===== config.mk =====
export PLATFORM = sky130hd
export DESIGN_NAME = vga_timing_gen
export DESIGN_NICKNAME = d
export VERILOG_FILES = /design/src/rtl/vga_timing_pkg.sv /design/src/rtl/mod_counter.sv /design/src/rtl/vga_timing_gen.sv
export SDC_FILE = /design/constraint.sdc
export NUM_CORES = 1
export LEC_CHECK = 0
export BUFFER_PORTS_ARGS = -buffer_cell sky130_fd_sc_hd__clkbuf_2
export CAP_MARGIN = 20
export CORE_ASPECT_RATIO = 1.75
export CORE_MARGIN = 5
export CORE_UTILIZATION = 30
export CTS_BUF_LIST = sky130_fd_sc_hd__clkbuf_8
export CTS_CLUSTER_SIZE = 40
export DETAILED_ROUTE_END_ITERATION = 7
export PLACE_DENSITY_LB_ADDON = 0.05
export SYNTH_ARGS = -nofsm -noshare
export SYNTH_HDL_FRONTEND = slang
export SYNTH_HIERARCHICAL = 1
export SYNTH_SLANG_ARGS = --single-unit

===== constraint.sdc =====
create_clock -name clk -period 5.6 [get_ports clk]
set_input_delay 0.56 -clock clk [delete_from_list [all_inputs] [get_ports clk]]
set_output_delay 0.56 -clock clk [all_outputs]
set_load 0.005 [all_outputs]

===== src/rtl/vga_timing_pkg.sv =====
// Shared raster timing presets and the line/frame total helper used by the
// timing generator.
package vga_timing_pkg;

  function automatic int unsigned calc_total(input int unsigned active, input int unsigned fp,
                                             input int unsigned sync, input int unsigned bp);
    return active + fp + sync + bp;
  endfunction

  // 640x480@60, 25.175 MHz pixel clock, 800x525 total
  localparam int unsigned VGA640_H_ACTIVE = 640;
  localparam int unsigned VGA640_H_FP     = 16;
  localparam int unsigned VGA640_H_SYNC   = 96;
  localparam int unsigned VGA640_H_BP     = 48;
  localparam int unsigned VGA640_V_ACTIVE = 480;
  localparam int unsigned VGA640_V_FP     = 10;
  localparam int unsigned VGA640_V_SYNC   = 2;
  localparam int unsigned VGA640_V_BP     = 33;

  // 800x600@60, 40 MHz pixel clock, 1056x628 total, positive syncs
  localparam int unsigned SVGA800_H_ACTIVE = 800;
  localparam int unsigned SVGA800_H_FP     = 40;
  localparam int unsigned SVGA800_H_SYNC   = 128;
  localparam int unsigned SVGA800_H_BP     = 88;
  localparam int unsigned SVGA800_V_ACTIVE = 600;
  localparam int unsigned SVGA800_V_FP     = 1;
  localparam int unsigned SVGA800_V_SYNC   = 4;
  localparam int unsigned SVGA800_V_BP     = 23;

endpackage


===== src/rtl/mod_counter.sv =====
// Modulo-MAX counter with enable; wrap is a combinational strobe for the edge
// that returns the count to zero.
module mod_counter #(
  parameter int unsigned MAX = 800,
  parameter int unsigned W   = 10
) (
  input  logic         clk,
  input  logic         rst,
  input  logic         en,
  output logic [W-1:0] count,
  output logic         wrap
);

  localparam logic [W-1:0] LAST = W'(MAX - 1);

  if (MAX < 1 || MAX > (2 ** W)) begin : g_bad_max
    $error("mod_counter: MAX=%0d does not fit in W=%0d bits", MAX, W);
  end

  // reset suppresses the strobe so an aborted line/frame never signals
  assign wrap = en && !rst && (count == LAST);

  always_ff @(posedge clk) begin
    if (rst)     count <= '0;
    else if (en) count <= wrap ? '0 : count + W'(1);
  end

endmodule


===== src/rtl/vga_timing_gen.sv =====
// Raster timing generator: h/v counters advanced on pix_en, registered
// sync/video decode aligned with the counts, and line/frame strobes.
module vga_timing_gen
  import vga_timing_pkg::*;
#(
  parameter int unsigned H_ACTIVE = 640,
  parameter int unsigned H_FP     = 16,
  parameter int unsigned H_SYNC   = 96,
  parameter int unsigned H_BP     = 48,
  parameter int unsigned V_ACTIVE = 480,
  parameter int unsigned V_FP     = 10,
  parameter int unsigned V_SYNC   = 2,
  parameter int unsigned V_BP     = 33,
  parameter logic        HS_POL   = 1'b0,
  parameter logic        VS_POL   = 1'b0,
  parameter int unsigned CNT_W    = 10
) (
  input  logic             clk,
  input  logic             rst,
  input  logic             pix_en,
  output logic [CNT_W-1:0] h_count,
  output logic [CNT_W-1:0] v_count,
  output logic             hsync,
  output logic             vsync,
  output logic             video_on,
  output logic             new_line,
  output logic             new_frame
);

  localparam int unsigned H_TOTAL = calc_total(H_ACTIVE, H_FP, H_SYNC, H_BP);
  localparam int unsigned V_TOTAL = calc_total(V_ACTIVE, V_FP, V_SYNC, V_BP);

  localparam logic [CNT_W-1:0] H_ACT_END = CNT_W'(H_ACTIVE);
  localparam logic [CNT_W-1:0] V_ACT_END = CNT_W'(V_ACTIVE);
  localparam logic [CNT_W-1:0] HS_START  = CNT_W'(H_ACTIVE + H_FP);
  localparam logic [CNT_W-1:0] HS_LAST   = CNT_W'(H_ACTIVE + H_FP + H_SYNC - 1);
  localparam logic [CNT_W-1:0] VS_START  = CNT_W'(V_ACTIVE + V_FP);
  localparam logic [CNT_W-1:0] VS_LAST   = CNT_W'(V_ACTIVE + V_FP + V_SYNC - 1);

  if (H_ACTIVE == 0 || H_SYNC == 0 || V_ACTIVE == 0 || V_SYNC == 0) begin : g_bad_timing
    $error("vga_timing_gen: active and sync widths must be non-zero");
  end
  if (H_TOTAL > (2 ** CNT_W) || V_TOTAL > (2 ** CNT_W)) begin : g_bad_width
    $error("vga_timing_gen: CNT_W=%0d too narrow for %0dx%0d", CNT_W, H_TOTAL, V_TOTAL);
  end

  logic             h_wrap, v_wrap;
  logic [CNT_W-1:0] h_nxt, v_nxt;

  mod_counter #(.MAX(H_TOTAL), .W(CNT_W)) u_h_cnt (
    .clk   (clk),
    .rst   (rst),
    .en    (pix_en),
    .count (h_count),
    .wrap  (h_wrap)
  );

  // h_wrap already carries pix_en and !rst, so it is the vertical enable
  mod_counter #(.MAX(V_TOTAL), .W(CNT_W)) u_v_cnt (
    .clk   (clk),
    .rst   (rst),
    .en    (h_wrap),
    .count (v_count),
    .wrap  (v_wrap)
  );

  assign new_line  = h_wrap;
  assign new_frame = v_wrap;

  // decode the counts the counters will hold after this edge, so the
  // registered sync/video bits line up with h_count/v_count
  always_comb begin
    h_nxt = h_wrap ? '0 : h_count + CNT_W'(1);
    v_nxt = v_count;
    if (v_wrap)      v_nxt = '0;
    else if (h_wrap) v_nxt = v_count + CNT_W'(1);
  end

  always_ff @(posedge clk) begin
    if (rst) begin
      hsync    <= ~HS_POL;
      vsync    <= ~VS_POL;
      video_on <= 1'b0;
    end else if (pix_en) begin
      hsync    <= (h_nxt >= HS_START && h_nxt <= HS_LAST) ? HS_POL : ~HS_POL;
      vsync    <= (v_nxt >= VS_START && v_nxt <= VS_LAST) ? VS_POL : ~VS_POL;
      video_on <= (h_nxt < H_ACT_END) && (v_nxt < V_ACT_END);
    end
  end

endmodule


# Word level (Yosys, flattened, before mapping)
# Index checks and enable logic that the tools add are counted.
totals:
  regBits: 23
  latchBits: 0
  ram_bits: 0
  mem_bits_ro: 0
  output_inout_bits: 25
  memories: 0
classes:
  add_sub_neg: 2
  mul: 0
  div_mod_pow: 0
  n_lt_le_gt_ge: 6
  n_eq_ne: 2
  shift: 0
  mux: 6
  bitwise: 0
  reduce_logical: 8
op_table:
  columns: ["op", "n"]
  rows:
  - ["$mux 10", 4]
  - ["$add 10x1->10 const B", 2]
  - ["$eq 10x10->1 const B", 2]
  - ["$ge 10x10->1 const B", 1]
  - ["$ge 10x9->1 const B", 1]
  - ["$le 10x10->1 const B", 1]
  - ["$le 10x9->1 const B", 1]
  - ["$lt 10x10->1 const B", 1]
  - ["$lt 10x9->1 const B", 1]
  - ["$logic_and 1x1->1", 7]
  - ["$mux 1", 2]
  - ["$logic_not 1->1", 1]

# Depth between registers and ports, before layout
depth:
  ltp_word: 9
  ltp_mapped: 12
  mapped_depth_nobuf: 11

# By module
# The synthesis kept the hierarchy.
by_module_without_submodules:
  columns: ["module", "instances", "cells_per_inst", "area_per_inst_um2", "seq_area_each_um2"]
  rows:
  - ["vga_timing_gen", 1, 86, 638.1, 60.1]
  - ["mod_counter (u_v_cnt)", 1, 55, 501.7, 200.2]
  - ["mod_counter (u_h_cnt)", 1, 52, 479.2, 200.2]

# Least setup slack after synthesis
# OpenSTA, ideal clock, no wires.
synth_path:
  path_kind: "reg2reg"
  startpoint: "register u_h_cnt.count[8]"
  endpoint: "register video_on"
  t_arrival_ns: 2.339
  t_required_ns: 5.540
  path_slack_ns: 3.201
  path_stages_with_launch: 13
  path_buffers: 1
  period_less_slack_ns: 2.399
  path_cell_list: "dfxtp_1 > nor4b_1 > nand4_1 > nor2_1 > buf_4 > and3_2 > nand4_1 > nor2_1 > nor4bb_1 > o2111ai_1 > o21ai_0 > nor2_1 > a32o_1"
synth_between:
  elab_chain_cells: 7
  word_cells_on_any_way: 11
  classes_between: "add/sub: 1; order compare: 2; eq/ne: 1; mux: 3; reduce/logical: 4"
synth_lines:
  columns: ["element", "line_no", "source"]
  rows:
  - ["from (decl)", "mod_counter.sv:10", "output logic [W-1:0] count,"]
  - ["from (signal assigned)", "mod_counter.sv:25", "else if (en) count <= wrap ? '0 : count + W'(1);"]
  - ["$eq 10x10->1", "mod_counter.sv:21", "assign wrap = en && !rst && (count == LAST);"]
  - ["$logic_and 1x1->1", "mod_counter.sv:21", null]
  - ["via new_line", "vga_timing_gen.sv:26", "output logic new_line,"]
  - ["$logic_and 1x1->1 (2 in series)", "mod_counter.sv:21", null]
  - ["via new_frame", "vga_timing_gen.sv:27", "output logic new_frame"]
  - ["$mux 10", "vga_timing_gen.sv:75", "if (v_wrap) v_nxt = '0;"]
  - ["$lt 10x9->1", "vga_timing_gen.sv:87", "video_on <= (h_nxt < H_ACT_END) && (v_nxt < V_ACT_END);"]
  - ["$logic_and 1x1->1", "vga_timing_gen.sv:87", null]
  - ["to (signal assigned)", "vga_timing_gen.sv:87", null]
  - ["to (decl)", "vga_timing_gen.sv:25", "output logic video_on,"]
# The timed path passes the listed nets, and every way through them passes these cells.
# A chain may end at the register's enable or synchronous reset.

# Worst setup path in the final report
layout_path:
  startpoint: "register u_h_cnt.count[8]"
  endpoint: "output new_frame"
layout_between:
  elab_chain_cells: 4
layout_lines:
  columns: ["element", "line_no"]
  rows:
  - ["$eq 10x10->1", "mod_counter.sv:21"]
  - ["$logic_and 1x1->1 (3 in series)", "mod_counter.sv:21"]
  - ["to (decl)", "vga_timing_gen.sv:27"]
# No other way between the ends.

==> out/qor.txt <==
Yosys warning total - 6
cts hold-fix bufs - 0
pwr dens - 162 nW/um^2
Synth Area in Adders - 0.0386
library cells used by synthesis - 60
clock transition at the registers of the reported paths - 90 ps
Post-DRT Antenna Nets - 0
synthesis-stage register bit count - 23
flop2flop setup slack - 2870 ps
Async SR Flop Fraction - 0
Rows - 35
max-cap viol count - 0
Post-CTS Resized - 0
Congestion Overflow GR - 0
Post-CTS Setup Inserts - 0
Post-Synth Simple-Gate Area - 0.350
status - finished clean
Core Area - 5260 um^2
VDD IR max - 58.3 uV
Post-synth EDFFs - 0
Total Neg Setup Slack - 0 ps
period utilisation layout - 0.538
Pwr Total - 0.296 mW
Syn Inst Count - 193
first-pass GRT wire length - 7.51 mm
layout cell share with drive strength beyond 1 - 0.220
Post-Synth XOR/XNOR Area - 0.0757
Final nets - 227
ys flop type - dfxtp_1
Sequential Power Share - 0.574
Hold Path Sink - video_on
top cell type's share of synthesized area - 0.284
I/O pin count - 28
Commonest cells post-synth - dfxtp_1, nor2_1, nand4_1
HPWL after DPL - 3.42 mm
Placer Congestion - 0.830
Setup Crit Path Kind - reg2out
relative slew slack - 0.636
TritonRoute pass-1 iters - 4
GRT Overall Usage - 0.138
die width - 65.5 um
Net Sw Frac - 0.252
DRT iter0 DRCs - 137
post-synthesis average cell area - 8.39 um^2
clock sink count - 23
hold depth - 1
Peak Freq - 332 MHz
internal power - 0.221 mW
startpoint types - register
HP Class - reg2reg
root buf cell - clkbuf_8
chip height - 107 um
Seq/Total Area, Yosys - 0.284
largest family of logic cells by synthesized area - simple AND/OR/NAND/NOR gates
Comb power frac - 0.052
RR Startpoint - u_h_cnt/count[5]
vias in the first global route - 1496
r2r endpoint - video_on
Setup crit end kind - output port
Clock Power Share - 0.374
CTS H-tree lvls - 1
largest net degree at the start of global routing - 17
# DRC - 0
unrepaired setup endpoints after global routing - no
Clock Skew - 10.2 ps
Synth area leader - dfxtp_1
overall die area - 7020 um^2
via count - 1552
Synth Net Count - 201
drt total wl - 4.56 mm
Min Clock Period, post-route - 3010 ps
initial core utilization - 0.308
final-layout fill cell count - 597
ranking of synthesized cells by area - dfxtp_1, nand4_1, xor2_1, nor2_1, ha_1
Least-Margin Pin Slew - 545 ps
latest clock arrival within the worst-skew pair - 270 ps
sw power - 0.0746 mW
clk buf depth - 2
vias per cell - 5.68
drt wl/cell - 16.7 um
cts bufs inserted - 3
worst-path fanout max - 16
post-synthesis mux area share - 0.0131
Hold Fails Final Rpt - 0
Lkg Pwr - 0.658 nW
hold_sp - video_on
IO Port Bufs - 27
Setup Viol. Count Final - 0
Syn Std Cell Area - 1620 um^2
count leader, synth - dfxtp_1
Layout area overhead - 12.8%
CTS tree - yes
Worst Path Required - 5040 ps
r2r worst-path depth - 12
n_diodes - 0
compound-cell area share of the yosys netlist - 0.184
Slew Viols, Final - 0
crit path DAT - 2450 ps
initial antenna violation count - 0
-- cells in the final DEF (no fill, tap or decap), types with 2 or more instances in the layout --
master and count:
ha_1 5, nand4b_1 2, nor3_1 9, o21ai_0 7
a31oi_1 5, a21oi_1 6, nor4bb_1 3, dfxtp_1 23
and2_1 2, nand3_1 5, nor4b_1 2, nand2b_1 3
and3_1 2, o31ai_1 2, xor2_1 10, nor2_1 21
clkbuf_8 3, nor2b_1 3, nand4_1 15, inv_1 7
or3_1 2, a21oi_2 2, a211oi_1 2, clkbuf_2 27
nand2_1 11, xnor2_1 4
-- worst max path at each step --
stage                                 from        end
final                     u_h_cnt/count[8]  new_frame
after global routing      u_h_cnt/count[8]  new_frame
after CTS                 u_h_cnt/count[8]  new_frame
after detailed placement            pix_en   video_on
after global placement              pix_en   video_on
after floorplan                     pix_en   video_on
-- kinds of logic after synthesis --
group                      Yosys count
muxes                                2
buffers and inverters               15
DFF                                 23
AOI/OAI and AO/OA                   40
and+or+nand+nor                     94
xor gates and xnor gates            14
adders and majority gates            5
-- power groups by stage --
stage / Clock [mW] / Combinational, mW / Sequential, mW
after floorplan: 0 / 0.00912 / 0.172
after global placement: 0 / 0.0153 / 0.174
after detailed placement: 0 / 0.0155 / 0.174
after CTS: 0.117 / 0.0157 / 0.170
after global routing: 0.126 / 0.0170 / 0.171
final: 0.111 / 0.0154 / 0.170
-- registers in the layout, indices dropped and copies added (netlist names) --
register       flops
hsync              1
u_h_cnt/count     10
u_v_cnt/count     10
video_on           1
vsync              1
-- per-stage QoR --
| step | setup WS (ps) | std cells | utilization | hold WS [ps] | instance area (um^2) |
|---|---|---|---|---|---|
| 2_1_floorplan | 3200 | 193 | - | 466 | 1620 |
| 3_3_place_gp | 2790 | 269 | 0.338 | 460 | 1780 |
| 3_5_place_dp | 2740 | 269 | 0.338 | 471 | 1780 |
| 4_1_cts | 2550 | 273 | 0.348 | 493 | 1830 |
| 5_1_grt | 2400 | 273 | 0.348 | 535 | 1830 |
| 6_report | 2590 | 273 | 0.348 | 482 | 1830 |
-- metal layers --
metal,part of all wire,GRT usage,vias to the layer above
li1,-,-,780
met1,0.41,0.159,735
met2,0.55,0.256,33
met3,0.033,0.0178,4
met4,0.011,0.0401,0
met5,0,0,-
-- worst max-delay path: stages (launching register included) --
cell	delay [ps]
dfxtp_1	550
nor4b_1	420
nand4_1	180
nor2_1	120
buf_4	220
and3_2	240
nand4_1	130
nor2_1	180
clkbuf_2	150
-- area by class of cell --
class	count	area (um^2)	share of cell area
clock buffer	3	41.3	0.0226
clock inverter	1	7.51	0.00411
inverter	8	35.0	0.0192
multi-input combinational	155	1070	0.586
tap	55	68.8	0.0377
sequential	23	460	0.252
timing repair buffer	28	143	0.0781
No activity file was read; power rests on OpenSTA's default activity.
